===== config.mk =====
export PLATFORM = sky130hd
export DESIGN_NAME = rgb_pwm_driver_flat
export DESIGN_NICKNAME = d
export VERILOG_FILES = /design/src/rtl/rgb_pwm_if.sv /design/src/rtl/rgb_pwm_driver.sv /design/src/flat_wrapper.sv
export SDC_FILE = /design/constraint.sdc
export NUM_CORES = 1
export LEC_CHECK = 0
export ABC_CLOCK_PERIOD_IN_PS = 2100
export BUFFER_PORTS_ARGS = -buffer_cell sky130_fd_sc_hd__buf_2
export CAP_MARGIN = 5
export CORE_MARGIN = 2
export CORE_UTILIZATION = 39
export CTS_CLUSTER_SIZE = 16
export DETAILED_ROUTE_END_ITERATION = 12
export PLACE_DENSITY = 0.57
export SETUP_SLACK_MARGIN = 0.15
export SYNTH_ARGS = -nofsm -noshare
export SYNTH_HDL_FRONTEND = slang
export SYNTH_SLANG_ARGS = --single-unit

===== constraint.sdc =====
create_clock -name clk -period 2.1 [get_ports clk]
set_input_delay 0.315 -clock clk [delete_from_list [all_inputs] [get_ports clk]]
set_output_delay 0.315 -clock clk [all_outputs]
set_load 0.01 [all_outputs]

===== src/rtl/rgb_pwm_if.sv =====
// Colour/control and PWM output bundle for the RGB LED driver.
// The master drives colour and control; the slave returns the PWM outputs.
interface rgb_pwm_if;
  logic [23:0] light;
  logic        load;
  logic        enable;
  logic        red_pwm;
  logic        green_pwm;
  logic        blue_pwm;
  logic        frame_start;

  modport master (
    output light, load, enable,
    input  red_pwm, green_pwm, blue_pwm, frame_start
  );

  modport slave (
    input  light, load, enable,
    output red_pwm, green_pwm, blue_pwm, frame_start
  );
endinterface


===== src/rtl/rgb_pwm_driver.sv =====
// Three-channel 8-bit PWM RGB driver with shadowed colour.
// Duty changes are held back until a period boundary.
module rgb_pwm_driver #(
  parameter int PRESCALE = 4
) (
  input logic      clk,
  input logic      rst_n,
  rgb_pwm_if.slave bus
);

  localparam int PW = (PRESCALE > 1) ? $clog2(PRESCALE) : 1;
  localparam logic [PW-1:0] PRE_LAST = PW'(PRESCALE - 1);

  typedef enum logic {
    IDLE,
    RUN
  } state_e;

  state_e        state_q, state_d;
  logic [PW-1:0] pre_q, pre_d;
  logic [7:0]    cnt_q, cnt_d;
  logic [23:0]   shadow_q, shadow_d;
  logic [23:0]   active_q, active_d;
  logic          pend_q, pend_d;
  logic [2:0]    pwm_q, pwm_d;
  logic          fs_q, fs_d;
  logic          run;
  logic          tick;
  logic          wrap;

  always_ff @(posedge clk or negedge rst_n) begin
    if (!rst_n) begin
      state_q  <= IDLE;
      pre_q    <= '0;
      cnt_q    <= '0;
      shadow_q <= '0;
      active_q <= '0;
      pend_q   <= 1'b0;
      pwm_q    <= '0;
      fs_q     <= 1'b0;
    end else begin
      state_q  <= state_d;
      pre_q    <= pre_d;
      cnt_q    <= cnt_d;
      shadow_q <= shadow_d;
      active_q <= active_d;
      pend_q   <= pend_d;
      pwm_q    <= pwm_d;
      fs_q     <= fs_d;
    end
  end

  always_comb begin
    state_d  = bus.enable ? RUN : IDLE;
    pre_d    = pre_q;
    cnt_d    = cnt_q;
    shadow_d = shadow_q;
    active_d = active_q;
    pend_d   = pend_q;
    run      = bus.enable && (state_q == RUN);
    tick     = (pre_q == PRE_LAST);
    wrap     = tick && (cnt_q == 8'hFF);

    if (run) begin
      pre_d = tick ? '0 : pre_q + PW'(1);
      cnt_d = tick ? cnt_q + 8'd1 : cnt_q;
      if (wrap && pend_q) begin
        active_d = shadow_q;
        pend_d   = 1'b0;
      end
      // A load on the wrap clock stays pending for the next boundary
      if (bus.load) begin
        shadow_d = bus.light;
        pend_d   = 1'b1;
      end
    end else begin
      pre_d = '0;
      cnt_d = '0;
      if (pend_q) begin
        active_d = shadow_q;
      end
      pend_d = 1'b0;
      if (bus.load) begin
        shadow_d = bus.light;
        active_d = bus.light;
      end
    end

    pwm_d = {3{run}} & {cnt_q < active_q[23:16],
                        cnt_q < active_q[15:8],
                        cnt_q < active_q[7:0]};
    fs_d  = run && (cnt_q == 8'd0) && (pre_q == '0);
  end

  assign bus.red_pwm     = pwm_q[2];
  assign bus.green_pwm   = pwm_q[1];
  assign bus.blue_pwm    = pwm_q[0];
  assign bus.frame_start = fs_q;

endmodule


===== src/flat_wrapper.sv =====
// flat-port wrapper written by rule: the top's interface ports become plain ports
module rgb_pwm_driver_flat 
#(
  parameter int PRESCALE = 4
)
  (clk, rst_n, bus_light, bus_load, bus_enable, bus_red_pwm, bus_green_pwm, bus_blue_pwm, bus_frame_start);
  rgb_pwm_if bus_i ();
  input logic clk;
  input logic rst_n;
  input wire logic [$bits(bus_i.light)-1:0] bus_light;
  input wire logic [$bits(bus_i.load)-1:0] bus_load;
  input wire logic [$bits(bus_i.enable)-1:0] bus_enable;
  output wire logic [$bits(bus_i.red_pwm)-1:0] bus_red_pwm;
  output wire logic [$bits(bus_i.green_pwm)-1:0] bus_green_pwm;
  output wire logic [$bits(bus_i.blue_pwm)-1:0] bus_blue_pwm;
  output wire logic [$bits(bus_i.frame_start)-1:0] bus_frame_start;
  assign bus_i.light = bus_light;
  assign bus_i.load = bus_load;
  assign bus_i.enable = bus_enable;
  assign bus_red_pwm = bus_i.red_pwm;
  assign bus_green_pwm = bus_i.green_pwm;
  assign bus_blue_pwm = bus_i.blue_pwm;
  assign bus_frame_start = bus_i.frame_start;
  rgb_pwm_driver #(.PRESCALE(PRESCALE)) u_core (.clk(clk), .rst_n(rst_n), .bus(bus_i));
endmodule

Yosys cells after proc, flatten, opt, wreduce, memory -nomap -nowiden

Cells that the tools add are included.

Add/sub/neg operators: 2
$lt $le $gt $ge: 3
Eq/ne operators: 5
Mux-type cells: 12
Bitwise logic cells: 1
Reduce and logical (&&, ||, !) cells: 9

Operators by type and width:

| operator                                     | number |
|---|---|
| 2-to-1 mux 24 bit                            | 4 |
| < comparator 8 bit                           | 3 |
| 2-to-1 mux 8 bit                             | 2 |
| adder 8 x 1 -> 8 bit (second input constant) | 1 |
| equality test 8 bit (second input constant)  | 1 |
| logical NOT 8 bit                            | 1 |
| logical AND 1 bit                            | 5 |
| 2-to-1 mux 1 bit                             | 4 |
| 2-to-1 mux 2 bit                             | 2 |
| != test 2 bit (second input constant)        | 2 |
| bitwise AND 3 bit                            | 1 |
| != test 3 bit (second input constant)        | 1 |
| nonzero test 3 bit                           | 1 |
| adder 2 x 1 -> 2 bit (second input constant) | 1 |
| equality test 2 bit (second input constant)  | 1 |
| logical NOT 2 bit                            | 1 |
| AND reduction 2 bit                          | 1 |

Flip-flop bits (word level): 64
Input bits: 28
Output and inout bits: 4

Depth between registers and ports, before layout

Depth in word-level cells: 6
Mapped depth: 6
Depth with buffers taken out: 6

Least setup slack after synthesis

OpenSTA, ideal clock, no wires.

Kind: reg2reg
Start point: register u_core.pre_q[0]
End point: register u_core.active_q[0]
Arrival time: 1.576 ns
Slack: 0.402 ns
Stages on the path, launching flop included: 7
Buffers on the path: 1
Period minus slack after synthesis: 1.698 ns
Cell sequence: dfrtp_1 > ha_1 > and4_4 > nand3_4 > o21a_4 > buf_6 > o221a_1

Longest elaborated chain between the ends: 5

RTL lines:

| item                                 | line                 | source |
|---|---|---|
| start, declared                      | rgb_pwm_driver.sv:20 | `logic [PW-1:0] pre_q, pre_d;` |
| start signal, assigned               | rgb_pwm_driver.sv:43 | `pre_q <= pre_d;` |
| equality test 2 bit                  | rgb_pwm_driver.sv:61 | `tick = (pre_q == PRE_LAST);` |
| logical AND 1 bit                    | rgb_pwm_driver.sv:62 | `wrap = tick && (cnt_q == 8'hFF);` |
| logical AND 1 bit                    | rgb_pwm_driver.sv:67 | `if (wrap && pend_q) begin` |
| != test 2 bit (no source line)       | --                   |  |
| AND reduction 2 bit (no source line) | --                   |  |
| end signal, assigned                 | rgb_pwm_driver.sv:46 | `active_q <= active_d;` |
| end, declared                        | rgb_pwm_driver.sv:23 | `logic [23:0] active_q, active_d;` |

No other way between the ends.
A chain may end at the register's enable or synchronous reset.

Worst setup path in the final report

Start point: register u_core.pre_q[0]
End point: register u_core.active_q[14]

The elaborated chain is that of the path after synthesis.

==> qor.txt <==
Synth Area in Adders: 9.724%
H-tree depth: 3
Worst hold path class: primary input to register
# rows: 33
Synthesis-to-layout area growth: 16.41%
Wire length of the first global-routing pass: 11,110 um
Largest net degree at the start of global routing: 42
Min Hold Slack: 0.1142 ns
Antenna Cells: 0
PwrDens: 798.0 mW/mm^2
Residual DRC count: 0
RSZ-0062 raised after global routing: no
Placer congestion estimate: 0.7848
Share of cells above drive strength 1: 27.92%
Vias in the first global route: 2,217
Setup Viol. Count Final: 0
Clk sinks: 64
Starting Density: 39.75%
Main combinational cell family by area after synthesis: compound AO/OA/AOI/OAI gates
Post-route ant nets: 0
Syn Inst Count: 263
Clock Latency Late Sink: 0.35 ns
Synth top area cells: dfrtp_1, ha_1, mux2_2
Total number of vias: 2,072
Detail Placement HPWL: 4451 um
Synth Register Bits: 64
Post-Synth XOR/XNOR Area: 1.906%
Primary FF master, synth: dfrtp_1
Routed WL: 6297 um
Synth Area in Compound Gates: 13.73%
Synth area leader: dfrtp_1
Gr usage total: 16.56%
Required time worst endpoint: 2.33 ns
Syn nets: 316
Final min period: 1.830 ns
I/O Buffers: 31
Netlist cell types: 37
Status: finished, final reports clean
Final Hold Viols: 0
Psw: 710.8 uW
Post-synthesis sequential area ratio: 49.79%
WL/cell: 15.25 um
Starting DRT DRC Count: 64
P_int: 2.278 mW
EDFF count, synth: 0
Syn. warnings: 0
Clock share of power: 39.8%
Total grt overflow: 0
Setup crit end kind: register
Routed vias/inst: 5.017
Number of max-cap violations: 0
Final setup TNS: 0 ns
Worst-margin pin slew: 0.5720 ns
Root buffer cell: clkbuf_8
Synth Area in Simple Gates: 11.32%
Slew HR: 61.87%
CTS tree: built
Syn Std Cell Area: 0.003217 mm^2
Max Freq: 546.5 MHz
Die area: 0.008991 mm^2
Final Skew: 0.006011 ns
NumNets Final: 357
Combinational share of power: 12.3%
Total CTS buffers: 9
VDD IR max: 0.0003487 V
Syn avg cell area: 12.23 um^2
Clock tree buffer depth: 2
CP arrival: 2.06 ns
Sequential share of power: 47.9%
Ys async rst share: 100.0%
Fin crit share: 87.14%
Most frequent cells in the layout: dfrtp_1, buf_2, nand2b_1, inv_1, ha_1
Die Wd: 94.82 um
CP Max Fanout: 24
Static Leak: 1.778 nW
Final max-slew violation count: 0
Synth top area share: 49.79%
Worst setup SP type: register
Mux cell area share after synthesis: 8.713%
Core ar.: 0.008093 mm^2
# fillers: 813
Most common cell after layout, fill and taps aside: dfrtp_1
Initial antenna violation count: 0
Switching Fraction: 23.78%
Crit Path Class: register to register
Die Height: 94.82 um
1st-pass router iterations: 4
Clock slew at reported path FFs: 0.07 ns
I/O pin cnt: 32
## power groups by stage
stage,Sequential (mW),Combinational [mW],Clock [mW]
3_3_place_gp,1.45,0.361,0
2_1_floorplan,1.43,0.257,0
5_1_grt,1.45,0.424,1.28
4_1_cts,1.43,0.375,1.23
6_report,1.43,0.367,1.19
3_5_place_dp,1.45,0.373,0
## kinds of logic after synthesis
logic type               after synthesis
multiplexers                          25
buffers and inverters                 35
AND/OR/NAND/NOR                       62
XOR/XNOR                               7
AO/OA/AOI/OAI                         45
flip-flops                            64
adder cells (fa/ha/maj)               25
## sequential cells by signal (all words and copies together) (netlist names)
name                    flops
u_core.cnt_q                8
u_core.state_q              1
u_core.active_q            24
u_core.pre_q                2
u_core.pwm_q                3
u_core.bus.frame_start      1
u_core.pend_q               1
u_core.shadow_q            24
## per-layer routing
metal | up-vias | part of all wire, % | GRT usage, %
li1 | 1024 | - | -
met2 | 29 | 45 | 25.59
met4 | 0 | 1.7 | 6.522
met5 | - | 0 | 0
met1 | 1009 | 50 | 22.05
met3 | 10 | 3.6 | 4.629
## cells in the mapped netlist (all sizes together) (4+ instances only)
master	number
nor2	10
a21oi	5
mux2	24
dfrtp	64
nand2	5
nand2b	26
xor2	4
buf	7
inv	25
and3	4
nand3	6
o221a	24
ha	25
## path summary, 6_finish.rpt
path | startpoint | endpoint | slack, ns | cells past startpoint
worst max-delay path | u_core.pre_q[0] | u_core.active_q[14] | 0.27 | 5
worst max register to register | u_core.pre_q[0] | u_core.active_q[14] | 0.27 | 5
worst min-delay path | bus_enable | u_core.state_q | 0.11 | 1
min in group asynchronous | rst_n | u_core.active_q[10] | 0.50 | 2
worst min register to register | u_core.pre_q[0] | u_core.pre_q[0] | 0.48 | 1
max in group asynchronous | rst_n | u_core.shadow_q[16] | 0.99 | 3
## worst max-delay path: stages, from the launching register on
cell and delay, ns:
dfrtp_1 0.37, ha_1 0.29, and4_4 0.30, nand3_4 0.10, o21a_4 0.35, o221a_2 0.29
## cell type report
| cell class | instances | area (um^2) | area share (%) |
|---|---|---|---|
| Clock buffer | 12 | 155.1 | 4.143 |
| Clock inverter | 3 | 65.06 | 1.737 |
| Inverter | 25 | 93.84 | 2.506 |
| Multi-Input combinational cell | 164 | 1460 | 38.99 |
| Sequential cell | 64 | 1602 | 42.77 |
| Tap cell | 105 | 131.4 | 3.508 |
| Timing Repair Buffer | 40 | 237.7 | 6.348 |
## metrics by stage
step	instances	utilization [%]	worst slack [ns]	power, mW	cell area [um^2]
floorplan	263	-	0.4015	1.688	3217
global placement	397	43.43	0.3317	1.815	3515
detailed placement	397	43.43	0.2854	1.827	3515
CTS	413	46.27	0.2692	3.034	3745
global route	413	46.27	0.1542	3.154	3745
finish	413	46.27	0.2701	2.988	3745
## repair_timing
item | 4_1_cts | 5_1_grt
setup buffers | 0 | 0
hold buffers | 1 | 0
endpoints found under the hold margin | 23 | 0
gates resized for setup | 0 | 0
Power figures use the tool's default switching activity.
